### config.mk
export PLATFORM = sky130hd
export DESIGN_NAME = core_launcher
export DESIGN_NICKNAME = d
export VERILOG_FILES = /design/src/rtl/core_launcher.sv
export SDC_FILE = /design/constraint.sdc
export NUM_CORES = 1
export LEC_CHECK = 0
export CAP_MARGIN = 10
export CORE_MARGIN = 10
export CORE_UTILIZATION = 35
export DETAILED_ROUTE_END_ITERATION = 10
export GPL_ROUTABILITY_DRIVEN = 0
export PLACE_DENSITY = 0.75
export SYNTH_ARGS = -nofsm -noshare
export SYNTH_HDL_FRONTEND = slang
export SYNTH_SLANG_ARGS = --single-unit
export TNS_END_PERCENT = 100
### constraint.sdc
create_clock -name clk -period 2 [get_ports clk]
set_input_delay 0.4 -clock clk [delete_from_list [all_inputs] [get_ports clk]]
set_output_delay 0.4 -clock clk [all_outputs]
set_load 0.05 [all_outputs]
### src/rtl/core_launcher.sv
// core_launcher
// Host-side sequencer for the processor core's req/done handshake.
//   1. LOAD  : streams LOAD_LEN operand bytes from the host stream into data
//              memory starting at LOAD_BASE (address wraps modulo 2**AW).
//   2. REQ   : pulses core_req for one cycle.
//   3. RUN   : waits for core_done. A done level left high by a previous run
//              is ignored until it has been seen low once (the "armed" flag).
//   4. DRAIN : streams RES_LEN result bytes out of data memory starting at
//              RES_BASE (address wraps modulo 2**AW).
//   5. FIN   : one-cycle finished pulse, then back to IDLE.
//
// Optional feature, macro WATCHDOG_EN:
//   A run-cycle counter cleared in REQ and incremented on every RUN cycle.
//   When TO_CYC RUN cycles elapse without a done, timeout is set (sticky
//   until the next accepted start) and the FSM skips DRAIN and goes to FIN.
//   Without the macro there is no counter, timeout is tied 0 and RUN waits
//   indefinitely.
//
// Ports:
//   clk        system clock, all state on the rising edge
//   reset      asynchronous active-low reset
//   start      begin a run (honoured only in IDLE)
//   in_valid   load byte available          in_dat     load byte
//   in_ready   launcher accepts in_dat this cycle (LOAD only)
//   mem_wr_en  data memory write strobe     mem_addr   data memory address
//   mem_wr_dat data memory write data       mem_rd_dat combinational read data
//   core_req   one-cycle start pulse to core
//   core_done  core done level
//   out_valid  result byte available        out_dat    result byte
//   out_ready  consumer accepts out_dat
//   busy       high in every state except IDLE
//   finished   one-cycle pulse on completion
//   timeout    sticky watchdog flag
module core_launcher #(
  parameter int AW        = 8,
  parameter int LOAD_BASE = 0,
  parameter int LOAD_LEN  = 64,
  parameter int RES_BASE  = 64,
  parameter int RES_LEN   = 32,
  parameter int TO_CYC    = 4096
) (
  input  logic          clk,
  input  logic          reset,
  input  logic          start,
  input  logic          in_valid,
  input  logic [7:0]    in_dat,
  output logic          in_ready,
  output logic          mem_wr_en,
  output logic [AW-1:0] mem_addr,
  output logic [7:0]    mem_wr_dat,
  input  logic [7:0]    mem_rd_dat,
  output logic          core_req,
  input  logic          core_done,
  output logic          out_valid,
  output logic [7:0]    out_dat,
  input  logic          out_ready,
  output logic          busy,
  output logic          finished,
  output logic          timeout
);

  // Elaboration-time guard on the configuration.
  if (AW < 1 || LOAD_LEN < 1 || LOAD_LEN > (1 << AW) ||
      RES_LEN < 1 || RES_LEN > (1 << AW) ||
      LOAD_BASE < 0 || RES_BASE < 0 || TO_CYC < 1) begin : g_param_check
    $error("core_launcher: parameter out of range");
  end

  // Bases are reduced to AW bits so base+idx wraps naturally.
  localparam logic [AW-1:0] LOAD_BASE_A = AW'(LOAD_BASE);
  localparam logic [AW-1:0] RES_BASE_A  = AW'(RES_BASE);
  localparam logic [AW-1:0] LOAD_LAST   = AW'(LOAD_LEN - 1);
  localparam logic [AW-1:0] RES_LAST    = AW'(RES_LEN - 1);

  typedef enum logic [2:0] {
    S_IDLE  = 3'd0,
    S_LOAD  = 3'd1,
    S_REQ   = 3'd2,
    S_RUN   = 3'd3,
    S_DRAIN = 3'd4,
    S_FIN   = 3'd5
  } state_t;

  state_t        state, state_nxt;
  logic [AW-1:0] idx, idx_nxt;
  logic          armed, armed_nxt;
  logic          run_exit;
  logic          wd_expired;

  // Normal exit from RUN: done seen high after having been seen low.
  assign run_exit = (state == S_RUN) && armed && core_done;

`ifdef WATCHDOG_EN
  localparam int WDW = $clog2(TO_CYC + 1);
  localparam logic [WDW-1:0] WD_LAST = WDW'(TO_CYC - 1);

  logic [WDW-1:0] wd_cnt;
  logic           timeout_q;

  always_ff @(posedge clk or negedge reset) begin
    if (!reset) begin
      wd_cnt <= '0;
    end else if (state == S_REQ) begin
      wd_cnt <= '0;
    end else if (state == S_RUN) begin
      wd_cnt <= wd_cnt + 1'b1;
    end
  end

  // Fires on the TO_CYC-th RUN cycle; a simultaneous done wins.
  assign wd_expired = (state == S_RUN) && (wd_cnt == WD_LAST) && !run_exit;

  always_ff @(posedge clk or negedge reset) begin
    if (!reset) begin
      timeout_q <= 1'b0;
    end else if (state == S_IDLE && start) begin
      timeout_q <= 1'b0;
    end else if (wd_expired) begin
      timeout_q <= 1'b1;
    end
  end

  assign timeout = timeout_q;
`else
  assign wd_expired = 1'b0;
  assign timeout    = 1'b0;
`endif

  always_ff @(posedge clk or negedge reset) begin
    if (!reset) begin
      state <= S_IDLE;
      idx   <= '0;
      armed <= 1'b0;
    end else begin
      state <= state_nxt;
      idx   <= idx_nxt;
      armed <= armed_nxt;
    end
  end

  // Outputs decode from the state register only (plus pass-through data),
  // so an asynchronous reset drops core_req / mem_wr_en immediately.
  always_comb begin
    state_nxt  = state;
    idx_nxt    = idx;
    armed_nxt  = armed;
    in_ready   = 1'b0;
    mem_wr_en  = 1'b0;
    mem_addr   = '0;
    mem_wr_dat = '0;
    core_req   = 1'b0;
    out_valid  = 1'b0;
    out_dat    = '0;
    finished   = 1'b0;
    busy       = (state != S_IDLE);

    case (state)
      S_IDLE: begin
        if (start) begin
          state_nxt = S_LOAD;
          idx_nxt   = '0;
        end
      end

      S_LOAD: begin
        in_ready   = 1'b1;
        mem_addr   = LOAD_BASE_A + idx;
        mem_wr_dat = in_dat;
        mem_wr_en  = in_valid;
        if (in_valid) begin
          idx_nxt = idx + 1'b1;
          if (idx == LOAD_LAST) begin
            state_nxt = S_REQ;
            idx_nxt   = '0;
          end
        end
      end

      S_REQ: begin
        core_req  = 1'b1;
        armed_nxt = 1'b0;
        state_nxt = S_RUN;
      end

      S_RUN: begin
        if (!core_done) begin
          armed_nxt = 1'b1;
        end
        if (run_exit) begin
          state_nxt = S_DRAIN;
          idx_nxt   = '0;
        end else if (wd_expired) begin
          state_nxt = S_FIN;
        end
      end

      S_DRAIN: begin
        // idx only moves on a handshake, so address and data hold while stalled.
        mem_addr  = RES_BASE_A + idx;
        out_valid = 1'b1;
        out_dat   = mem_rd_dat;
        if (out_ready) begin
          idx_nxt = idx + 1'b1;
          if (idx == RES_LAST) begin
            state_nxt = S_FIN;
            idx_nxt   = '0;
          end
        end
      end

      S_FIN: begin
        finished  = 1'b1;
        state_nxt = S_IDLE;
      end

      default: begin
        state_nxt = S_IDLE;
      end
    endcase
  end

endmodule
== Yosys cells after proc, flatten, opt, wreduce, memory -nomap -nowiden ==
Cells that the tools add are included.
W data, S select, Z words.

* Reduce and logical (&&, ||, !) cells: 9
* Add/subtract/negate cells: 2
* Equality and inequality tests: 14
* Multiplexer cells: 24

{| class="wikitable"
|+ Operators with widths
! operator !! number
|-
| $mux W8 || 8
|-
| $pmux W8 S4 || 1
|-
| $mux W3 || 6
|-
| $pmux W8 S2 || 1
|-
| $pmux W3 S5 || 1
|-
| $ne A2 B2 Y1 const B || 7
|-
| $add A7 B8 Y8 const A || 1
|-
| $add A8 B1 Y8 const B || 1
|-
| $eq A8 B5 Y1 const B || 1
|-
| $eq A8 B6 Y1 const B || 1
|-
| $eq A3 B2 Y1 const B || 2
|-
| $eq A3 B3 Y1 const B || 2
|-
| $mux W1 || 6
|-
| $reduce_and A6 Y1 || 1
|-
| $reduce_and A5 Y1 || 1
|-
| $reduce_bool A4 Y1 || 1
|-
| $eq A3 B1 Y1 const B || 1
|-
| $logic_not A3 Y1 || 1
|-
| $reduce_bool A3 Y1 || 1
|-
| $logic_and A1 B1 Y1 || 2
|-
| $pmux W1 S2 || 1
|-
| $reduce_and A2 Y1 || 1
|-
| $reduce_bool A2 Y1 || 1
|}

* Register bits: 12
* Word-level logic and storage cells: 52
* Input bits: 22
* Output and inout port bits: 31

== Logic depth before layout (Yosys ltp) ==
Gate-level depths: netlist (run 1).

* Depth after elaboration: 5
* Gate-level depth with buffers: 9
* Depth with buffers taken out: 7

== Least setup slack after synthesis (run 1) ==
No wires, ideal clock.

* Path kind: reg2out
* From: register state[0]
* To: output port mem_addr[6]
* Slack: -0.495 ns
* Required time: 1.600 ns
* Buffers on the path: 2
* Cell stages (with the launch flop): 6
* Arrival: 2.095 ns
* Path through: dfrtp_1 buf_2 nor3b_1 clkbuf_1 nand2_1 o21ai_0

* Longest elaborated chain between the ends: 2
* Elaborated cells on any way between the ends: 3
* Classes of those cells: eq/ne (2); mux (1)

{| class="wikitable"
|+ RTL lines
! element !! RTL line !! text
|-
| start, declared || 84 || <nowiki>state_t state, state_nxt;</nowiki>
|-
| start signal, assigned || 135 || <nowiki>state <= state_nxt;</nowiki>
|-
| $eq A3 B3 Y1 or $eq A3 B1 Y1 (tied branches) || 157 || <nowiki>case (state)</nowiki>
|-
| $pmux W8 S2 (*) || 157 ||
|-
| end, declared || 49 || <nowiki>output logic [AW-1:0] mem_addr,</nowiki>
|}

Mark *: on every way between the ends. The rest lies on a longest branch, timed or not.

== Worst setup path after layout (run 1) ==
* From: register state[2]
* To: output port mem_addr[1]

The elaborated chain is that of the path after synthesis.

==> flow_summary.ini, run 1 <==
[status]
status = finished clean

[cts]
cts_hold_buf = 0
h-tree-depth = 1
cts_buffers = 3
cts_sinks = 12
clock_latency_ns = 0.28
cts_tree = built
cts_root_buf = clkbuf_4
clockBufferDepth = 2
clk_pin_slew_ns = 0.07

[pwr]
p_leak_nw = 0.910
p_total_mw = 2.67
sw_frac_of_total = 0.470
p_seq_frac = 0.139
clockPowerShare = 0.072
peakVddDrop_uv = 1150
comb_power_share = 0.789
p_int_mw = 1.42
p_sw_mw = 1.26
powerDensity_nw_per_um2 = 1260

[setup_path]
critPathLaunchType = flop
crit_type = reg -> out
crit_path_end_kind = primary output
critPathMaxStageDelay_ns = 0.45
worst-path-buf-inv = 4
crit_fanout = 6
r2r_cells = 8
crit_required_ns = 1.60
reg2reg_to = idx[6]
slowest_stage = dfrtp_2
critical-path-top-delay-family = buffers and inverters
path_cells = buf_4 > nand2_4 > inv_4 > nor2_2 > buf_6 > nor2b_4 > buf_12
timing.rr.start = state[0]
rrSetupSlack_ns = 0.05
cp.arrival_ns = 1.57

[detailed_routing]
drc = 0
vias_per_cell = 5.23
detail_route.wl_per_cell_um = 18.6
firstDrtPassIters = 4
wl_um = 4130
ant_nets = 0
drtIter0Drc = 41
vias = 1161

[synth]
ys_seq_elements = 12
yosysSeqAreaShare = 0.311
yosys-top-cells-count = and2_1 (17), nor2_1 (13), dfrtp_1 (12), o21ai_0 (12), nand2_1 (8)
yosysWarnings = 0
synth.avg_cell_area_sq_um = 7.97
synthTopCellsByArea = dfrtp_1 (31%), and2_1 (11%), o21ai_0 (6.2%)
netlist_area_sq_um = 965
yosysTopAreaCellShare = 0.311
syn_nets = 145
synth_top_area_cell = dfrtp_1
yosysMostFrequentCell = and2_1
ys.flop_type = dfrtp_1
synth_cell_types = 37
syn_inst = 121
async_flop_share = 1.00
synth_edf_count = 0

[finish]
final_nets = 217
final_util = 0.830
multi_input_area_sq_um = 708
ff_latch_area_sq_um = 304
fin_area_sq_um = 2110
n_antenna_cell = 0
drive_gt1_frac = 0.495
fill_cells = 142
syn_to_final_growth_pct = 119

[global_route]
grt.total_usage = 0.139
grt.overflow.total = 0
grt_pass1_vias = 1105
grt_busiest_layer = met2
met3_usage = 0.0490
grt_max_degree = 14
grt.met2_usage = 0.246
grt_pass1_wl_um = 5930
grt_util_met1 = 0.154
antenna_found_initial = 0

[timing]
setup_slack_ns = 0.0302
fin_skew_ns = 0.00105
period_needed_ns = 1.97
worstMarginPinSlew_ns = 0.560
setup_viol = 0
fin_crit_sh = 0.985
rsz0062_at_grt = yes
slew_viol_final = 0
fmax_ghz = 0.508
relSlewSlack = 0.625
hold_viol_final = 0

[floorplan]
initial_core_util = 0.379
rows = 18
io_pins = 53
die_height_um = 72.5
die-area_sq_um = 5260
coreArea_sq_um = 2540
fp.dieW_um = 72.5

[place]
dp_hpwl_um = 3110
placed_area_sq_um = 1910
io_buffers = 51
place_ws_ns = 0.0443

[min_path]
hp-class = in -> async

[run]
max_cap_viol_count = 0
worst max-delay path by stage:
stage	depth (start not counted)	slack (ns)	to	startpoint
final	7	0.03	mem_addr[1]	state[2]
after global routing	7	-0.04	mem_addr[2]	state[2]
after CTS	7	0.004	mem_addr[5]	state[1]
after global placement	7	0.06	idx[4]	out_ready
after floorplan	5	-0.10	mem_addr[0]	state[0]
after detailed placement	7	0.04	idx[6]	in_valid
flip-flops by register name (all words and copies together) (netlist names):
register,cells
state,3
idx,8
armed,1
metal layers:
layer | share of wire | up-vias | wire length [um]
met5 | 0 | - | 0
met4 | 0.013 | 0 | 53
met2 | 0.53 | 43 | 2190
li1 | - | 551 | -
met1 | 0.39 | 561 | 1590
met3 | 0.069 | 6 | 285
repair_timing:
action,CTS,global route
pin swaps,1,5
buffers inserted,2,5
endpoints found under the setup margin,8,29
gates cloned,0,1
resized for setup,8,22
through the flow:
stage / cells / TNS, ns / hold WS (ns)
after floorplan: 121 / -0.593 / 0.104
after global placement: 210 / 0 / 0.484
after detailed placement: 210 / 0 / 0.488
after CTS: 216 / 0 / 0.493
after global routing: 222 / -0.323 / 0.507
final: 222 / 0 / 0.481
logic make-up after synthesis:
group / count (synthesis) / synth area share
adders and majority gates: 2 / 0.0259
buffers and inverters: 14 / 0.0713
and+or+nand+nor: 67 / 0.383
muxes: 2 / 0.0259
DFF: 12 / 0.311
AOI/OAI and AO/OA: 23 / 0.179
other: 1 / 0.00389
power by group through the flow:
stage,combinational [mW],sequential (mW),clock (mW)
4_1_cts,1.90,0.350,0.198
5_1_grt,2.23,0.379,0.214
3_3_place_gp,1.75,0.346,0
2_1_floorplan,1.04,0.327,0
6_report,2.11,0.371,0.193
3_5_place_dp,1.80,0.353,0
worst reg2reg max path, cell delays in order, from the launching register on:
cell and delay [ns]:
dfrtp_2 0.45, buf_4 0.16, buf_6 0.13, mux2i_1 0.12, nand2_1 0.14, o21ai_0 0.13
buf_4 0.18, nand2b_1 0.24, o41ai_1 0.30
cell usage in the layout, fill, tap and decap left out, types with 2 or more instances in the layout:
cell | synthesis | routed
and2_2 | 0 | 8
nor2_4 | 0 | 2
o21ai_0 | 12 | 10
and2_1 | 17 | 4
nor2_2 | 1 | 2
buf_12 | 0 | 29
buf_6 | 1 | 5
and2_4 | 0 | 5
inv_1 | 5 | 5
o21ai_2 | 0 | 2
nand3_1 | 4 | 4
nor2_1 | 13 | 10
nor3_1 | 4 | 4
clkbuf_4 | 0 | 3
dfrtp_1 | 12 | 9
clkdlybuf4s50_1 | 0 | 21
nand2b_1 | 5 | 5
ha_1 | 2 | 2
dfrtp_2 | 0 | 3
a21oi_1 | 4 | 4
buf_4 | 2 | 18
nand2_1 | 8 | 8
nor2b_4 | 0 | 5
layout make-up:
cell class / instances / area share
Multi-Input combinational cell: 95 / 0.335
Timing Repair Buffer: 75 / 0.474
Inverter: 6 / 0.0118
Tap cell: 30 / 0.0178
Sequential cell: 12 / 0.144
Clock buffer: 4 / 0.0172
Power figures use the tool's default switching activity.
==> run 2, diff against run 1 <==
Settings changed: ABC_AREA set to 0.
==> results of run 2 <==
No change in the layout: final DEF, timing and power equal those of run 1.
